`config.mk`:
```
export PLATFORM = sky130hd
export DESIGN_NAME = smac_seq_ctrl
export DESIGN_NICKNAME = d
export VERILOG_FILES = /design/src/rtl/smac_seq_ctrl.sv
export SDC_FILE = /design/constraint.sdc
export NUM_CORES = 1
export LEC_CHECK = 0
export CAP_MARGIN = 20
export CORE_UTILIZATION = 51
export CTS_BUF_LIST = sky130_fd_sc_hd__clkbuf_4
export CTS_CLUSTER_DIAMETER = 60
export DETAILED_ROUTE_END_ITERATION = 10
export PLACE_DENSITY = 0.79
export SLEW_MARGIN = 5
export SYNTH_ARGS = -nofsm -noshare
export SYNTH_HDL_FRONTEND = slang
export SYNTH_SLANG_ARGS = --single-unit
export TNS_END_PERCENT = 50
```
`constraint.sdc`:
```
create_clock -name clk -period 2.3 [get_ports clk]
set_input_delay 0.46 -clock clk [delete_from_list [all_inputs] [get_ports clk]]
set_output_delay 0.46 -clock clk [all_outputs]
set_load 0.005 [all_outputs]
```
`src/rtl/smac_seq_ctrl.sv`:
```
// Sequencer for a parallel SMAC datapath: accepts num_tiles tiles from a
// feeder, drives the SMAC register write enable, tracks which partial sums
// coming back out of the two-stage SMAC are real tiles, and accumulates
// them into a job result.
module smac_seq_ctrl #(
  parameter int M  = 64,
  parameter int Pa = 8,
  parameter int Pw = 4,
  parameter int KW = 8,
  localparam int PSW  = Pa + Pw + $clog2(M),
  localparam int ACCW = PSW + KW
) (
  input  logic            clk,
  input  logic            rst,
  input  logic            start,
  input  logic [KW-1:0]   num_tiles,
  input  logic            in_valid,
  output logic            in_ready,
  output logic            mac_w_en,
  input  logic [PSW-1:0]  par_sum,
  output logic            busy,
  output logic [ACCW-1:0] result,
  output logic            result_valid
);

  localparam logic [2:0] S_IDLE  = 3'd0;
  localparam logic [2:0] S_RUN   = 3'd1;
  localparam logic [2:0] S_FLUSH = 3'd2;
  localparam logic [2:0] S_ACCUM = 3'd3;
  localparam logic [2:0] S_DONE  = 3'd4;

  localparam logic [KW-1:0] CNT_ONE = {{(KW-1){1'b0}}, 1'b1};

  logic [2:0]      state_q, state_d;
  logic [KW-1:0]   cnt_q, cnt_d;
  logic [KW-1:0]   num_q, num_d;
  logic [ACCW-1:0] acc_q, acc_d;
  logic [ACCW-1:0] res_q, res_d;
  // v1: SMAC input register holds a real tile; pv: output register does.
  logic            v1_q, v1_d;
  logic            pv_q, pv_d;
  logic            transfer;
  logic [KW-1:0]   cnt_inc;

  assign transfer     = (state_q == S_RUN) & in_valid;
  assign cnt_inc      = cnt_q + CNT_ONE;
  assign busy         = (state_q != S_IDLE);
  assign result_valid = (state_q == S_DONE);
  assign result       = res_q;

  // Next-state: FSM, tile-validity pipeline and accumulator.
  always_comb begin
    state_d  = state_q;
    cnt_d    = cnt_q;
    num_d    = num_q;
    acc_d    = acc_q;
    res_d    = res_q;
    v1_d     = v1_q;
    pv_d     = 1'b0;
    in_ready = 1'b0;
    mac_w_en = 1'b0;

    case (state_q)
      S_RUN: begin
        in_ready = 1'b1;
        mac_w_en = transfer;
      end
      S_FLUSH: mac_w_en = 1'b1;
      default: ;
    endcase

    // Validity follows the data through the SMAC's two registers; a stalled
    // SMAC keeps its input tile but its output is consumed exactly once.
    if (mac_w_en) begin
      v1_d = transfer;
      pv_d = v1_q;
    end
    if (pv_q) acc_d = acc_q + {{KW{1'b0}}, par_sum};

    case (state_q)
      S_IDLE: begin
        if (start) begin
          acc_d = '0;
          if (num_tiles != '0) begin
            num_d   = num_tiles;
            cnt_d   = '0;
            v1_d    = 1'b0;
            pv_d    = 1'b0;
            state_d = S_RUN;
          end else begin
            res_d   = '0;
            state_d = S_DONE;
          end
        end
      end
      S_RUN: begin
        if (transfer) begin
          cnt_d = cnt_inc;
          if (cnt_inc == num_q) state_d = S_FLUSH;
        end
      end
      S_FLUSH: state_d = S_ACCUM;
      S_ACCUM: begin
        // Last partial sum lands this cycle; publish the final total.
        res_d   = acc_d;
        state_d = S_DONE;
      end
      S_DONE:  state_d = S_IDLE;
      default: state_d = S_IDLE;
    endcase
  end

  // State registers with synchronous reset.
  always_ff @(posedge clk) begin
    if (rst) begin
      state_q <= S_IDLE;
      cnt_q   <= '0;
      num_q   <= '0;
      acc_q   <= '0;
      res_q   <= '0;
      v1_q    <= 1'b0;
      pv_q    <= 1'b0;
    end else begin
      state_q <= state_d;
      cnt_q   <= cnt_d;
      num_q   <= num_d;
      acc_q   <= acc_d;
      res_q   <= res_d;
      v1_q    <= v1_d;
      pv_q    <= pv_d;
    end
  end

endmodule

```
After elaboration in Yosys (flattened, before gate mapping)
Index checks and enable logic that the tools add are counted.

cells by class
  $add $sub $neg = 2
  multipliers = 0
  divide/modulo/power cells = 0
  order comparisons = 0
  equal/unequal tests = 10
  shifts and indexed selects = 0
  mux-type cells = 25
  bitwise gates (word level) = 1
  reductions and logical operators = 9

operator list
  cell                   count
  $mux W26               5
  $pmux W26 S2           1
  $add A26 B18 Y26       1
  $mux W8                3
  $pmux W8 S2            1
  $mux W3                4
  $pmux W3 S4            1
  $mux W1                9
  $reduce_and A3 Y1      3
  $add A8 B1 Y8 const B  1
  $eq A8 B8 Y1           1
  $ne A2 B2 Y1 const B   4
  $reduce_bool A8 Y1     1
  $eq A3 B2 Y1 const B   2
  $reduce_and A4 Y1      1
  $reduce_bool A2 Y1     2
  $eq A3 B1 Y1 const B   1
  $eq A3 B3 Y1 const B   1
  $logic_not A3 Y1       1
  $reduce_bool A3 Y1     1
  $ne A2 B1 Y1 const B   1
  $pmux W1 S2            1
  $and A1 B1 Y1          1

word-level totals
  flip-flop bits (word level) = 73
  latch bits = 0
  RAM bits = 0
  ROM bits = 0
  input bits = 30
  output and inout port bits = 30
  logic and storage cells = 54
  memories kept = 0

Longest topological paths before layout
  word-level depth = 7
  mapped depth = 10
  gate-level depth less buffers = 10

Worst setup path after synthesis
OpenSTA, ideal clock, no wires.

  path type = input to register
  from = input port par_sum[0]
  to = register res_q[24] (netlist: result[24])
  library setup time = 0.125 ns
  arrival = 2.205 ns
  data required time = 2.175 ns
  slack = -0.030 ns
  stages = 10
  path buffers = 0
  cells stage by stage = ha_1 inv_1 fa_1 nand2b_1 a21oi_2 o2111ai_2 o32a_2 a211oi_2 xnor2_1 o21ai_1

on the way
  word-level cells in the longest chain between the ends = 3

ends and longest elaborated chain
  item                  RTL line  RTL
  start, declared       20        input logic [PSW-1:0] par_sum,
  $add A26 B18 Y26      78        if (pv_q) acc_d = acc_q + {{KW{1'b0}}, par_sum};
  $mux W26              78
  $pmux W26 S2          80        case (state_q)
  end signal, assigned  128       res_q <= res_d;
  end, declared         38        logic [ACCW-1:0] res_q, res_d;

Every way passes these cells.
A chain may end at the register's enable or synchronous reset.

Final worst setup path
  from = input port par_sum[3]
  to = register res_q[14] (netlist: result[14])

Same word-level chain as after synthesis.

==> impl_metrics.yaml <==
route:
  drc_errors: 0
  dr.pass1.iters: 5
  avgViaCountPerCell: 5.668
  via_count: 4092
  wirelength_mm: 11.24
  ant_nets: 0
  wl_per_cell_um: 15.57
  first_iter_violations: 190
power:
  p_total_uw: 2467
  cellLeakagePower_uw: 0.002125
  irDropWorstVdd_v: 0.0002711
  p_per_area_nw_per_um2: 444.5
logic_synthesis:
  seq_area_frac_synth_pct: 35.42
  synth_adder_area_share_pct: 6.246
  synth_edf_count: 0
  synth_top_area_cell: "dfxtp_1"
  synth_top_family_by_area: "simple AND/OR/NAND/NOR gates"
  synthTopCellsByArea: "dfxtp_1 (35%), nor2_1 (6.7%), ha_1 (5.8%)"
  synth_cell_types: 58
  synth_nets: 546
  synth.most_common_cell: "nor2_1"
  synthCells: 496
  syn_area_per_cell_um2: 8.319
  synth_compound_area_share_pct: 21.35
  yosys_warnings: 0
  synth_seq_cells: 73
  async_flop_share_pct: 0
  netlist.area_leader.share_pct: 35.42
  synth_top_cells_by_count: "nor2_1 (74), dfxtp_1 (73), nand2_1 (50), a21oi_1 (39), o21ai_0 (33)"
  synth.cell_area_um2: 4126
  synth_mux_area_share_pct: 4.609
  synthXorXnorAreaFrac_pct: 5.943
  synth-simple-area-share_pct: 21.68
  synth_flop_cell: "dfxtp_1"
global_route:
  grtUsageTotal_pct: 27.42
  grt_max_degree: 26
  grt_antenna_before_repair: 0
  grt_first_pass_wirelength_mm: 18.40
  gr-total-overflow: 0
  grt_pass1_vias: 4028
cts:
  cts_tree: "done"
  cts_root_buf: "clkbuf_4"
  clockBufferDepth: 2
  cts_buffers: 9
  clock-sinks: 73
  cts.clk_slew.worst_paths_ps: 120
  clk_latency_ps: 440
  h-tree-depth: 3
timing:
  finalSetupViolCount: 0
  rsz0062_at_grt: "yes"
  max_slew.worst_pin.slew_ps: 904.0
  fin_ws_ps: 22.66
  min_period_ps: 2277
  slew_headroom_pct: 39.74
  slew_violations: 0
  fin_hold_ws_ps: 452.7
  setup_tns_ps: 0
  max_freq_mhz: 439.1
  timing.final.crit_share_pct: 99.01
  finClkSkew_ps: 16.79
  report.final.hold_viol_count: 0
hold_path:
  whs_endpoint: "result[24]"
  min_path_type: "reg2reg"
  worstHoldPathCells: 2
  holdCritStartpoint: "result[24]"
run:
  drv_cap: 0
critical_path:
  arrival_ps: 2600
  timing.rr.end: "result[24]"
  r2r_slack_ps: 30
  required_ps: 2620
  critPathMaxFanout: 4
  worstPathCellList: "clkdlybuf4s50_1 -> ha_1 -> o211ai_1 -> a21oi_4 -> o2111ai_4 -> a21oi_4 -> or3_4 -> a31oi_4 -> o21ai_1"
  start_kind: "input port"
  rr_worst_depth: 10
  critPathMaxStageDelay_ps: 420
  cp_slowest_cell: "clkdlybuf4s50_1"
  crit_type: "in2reg"
  crit_top_cell: "a21oi_4"
  rr_startpoint: "acc_q[0]"
  crit_path_end_kind: "flop"
die:
  rows: 32
  die_h_um: 91.95
  start_util_pct: 53.13
  ios: 60
  die_area_um2: 8455
  die_w_um: 91.95
  core_um2: 7767
final_layout:
  area_growth_pct: 34.54
  multi_input_area_um2: 2665
  layout.area.seq_um2: 1469
  num-fill-cells: 612
  fin_cells: 722
  nNetsFinal: 666
  drive_gt1_share_pct: 21.61
  diodes: 0
placement:
  place_congestion: 0.8961
  place_ws_ps: -616.6
  dp_cells: 702
  dpl.hpwl_mm: 8.050
  port-buffer-count: 59
run_status:
  status: "finished clean"
critical path: cells and delay by family:
kind,cells,cell delay (ps)
buf+inv,1,420
fa+ha+maj,1,320
simple gates,1,400
compound gates,6,1000
through the flow:
stage          utilization, %  instance area, µm²
2_1_floorplan               -                4145
3_3_place_gp            66.90                5196
3_5_place_dp            66.90                5196
4_1_cts                 70.15                5449
5_1_grt                 71.47                5552
6_report                71.47                5552
registers in the layout, indices dropped and copies added, names as in the netlist, named ones only:
| register | count |
|---|---|
| cnt_q | 8 |
| result | 26 |
| acc_q | 25 |
| num_q | 8 |
| state_q | 3 |
| v1_q | 1 |
| pv_q | 1 |
cells by family after synthesis:
| family | after synthesis |
|---|---|
| simple gates | 191 |
| compound gates | 135 |
| flops | 73 |
| buf+inv | 30 |
| xor+xnor | 28 |
| fa+ha+maj | 20 |
| mux | 19 |
how the worst max path moves through the flow:
| stage | from | to | slack (ps) | cells after the start |
|---|---|---|---|---|
| after global routing | par_sum[3] | result[21] | -70 | 10 |
| after detailed placement | par_sum[0] | result[14] | -620 | 11 |
| final | par_sum[3] | result[14] | 20 | 9 |
| after floorplan | par_sum[5] | result[14] | -10 | 8 |
| after global placement | par_sum[0] | result[18] | -560 | 11 |
| after CTS | acc_q[0] | result[24] | -20 | 10 |
what timing repair did:
item / CTS / global route
pin swaps: 20 / 14
hold buffers: 0 / 0
resized for setup: 22 / 29
endpoints found under the hold margin: 0 / 0
endpoints found under the setup margin: 23 / 25
buffers inserted: 5 / 0
cells in the final DEF, fill, tap and decap left out, types with 4 or more instances in the layout:
| cell type | n |
|---|---|
| mux2i_1 | 19 |
| xnor2_1 | 18 |
| nand3b_1 | 4 |
| a211oi_2 | 4 |
| a211oi_1 | 4 |
| a21o_1 | 6 |
| inv_1 | 8 |
| xor2_1 | 9 |
| a21oi_2 | 5 |
| o211ai_1 | 5 |
| nand2b_1 | 8 |
| a21oi_1 | 36 |
| o22ai_1 | 4 |
| dfxtp_1 | 69 |
| nand3_1 | 6 |
| or3_1 | 4 |
| o21ai_1 | 7 |
| dlygate4sd2_1 | 4 |
| buf_4 | 69 |
| a2bb2oi_1 | 4 |
| clkdlybuf4s50_1 | 54 |
| nor2_1 | 73 |
| ha_1 | 14 |
| and3_1 | 4 |
| clkbuf_4 | 9 |
| nand2_1 | 50 |
| nor3_1 | 10 |
| nand4_1 | 8 |
| o21ai_0 | 28 |
cell type report:
type                    instances  share of cell area, %
multi-input cells             393                  48.01
flip-flops and latches         73                  26.46
repair buffers                130                  20.33
well taps                     102                  2.299
clock buffers                   9                  1.217
clock inverters                 6                  1.082
inverters                       9                 0.6085
power by group:
part	internal (µW)	switching, µW
combinational	187	191
sequential	1280	20.9
clock	320	466
layer usage:
layer | wire [µm] | vias up | track usage [%]
met4 | 385 | 0 | 13.41
li1 | - | 2011 | -
met2 | 5474 | 132 | 45.96
met1 | 4868 | 1916 | 33.51
met3 | 516 | 33 | 5.390
met5 | 0 | - | 0
(Power assumes the default switching activity.)
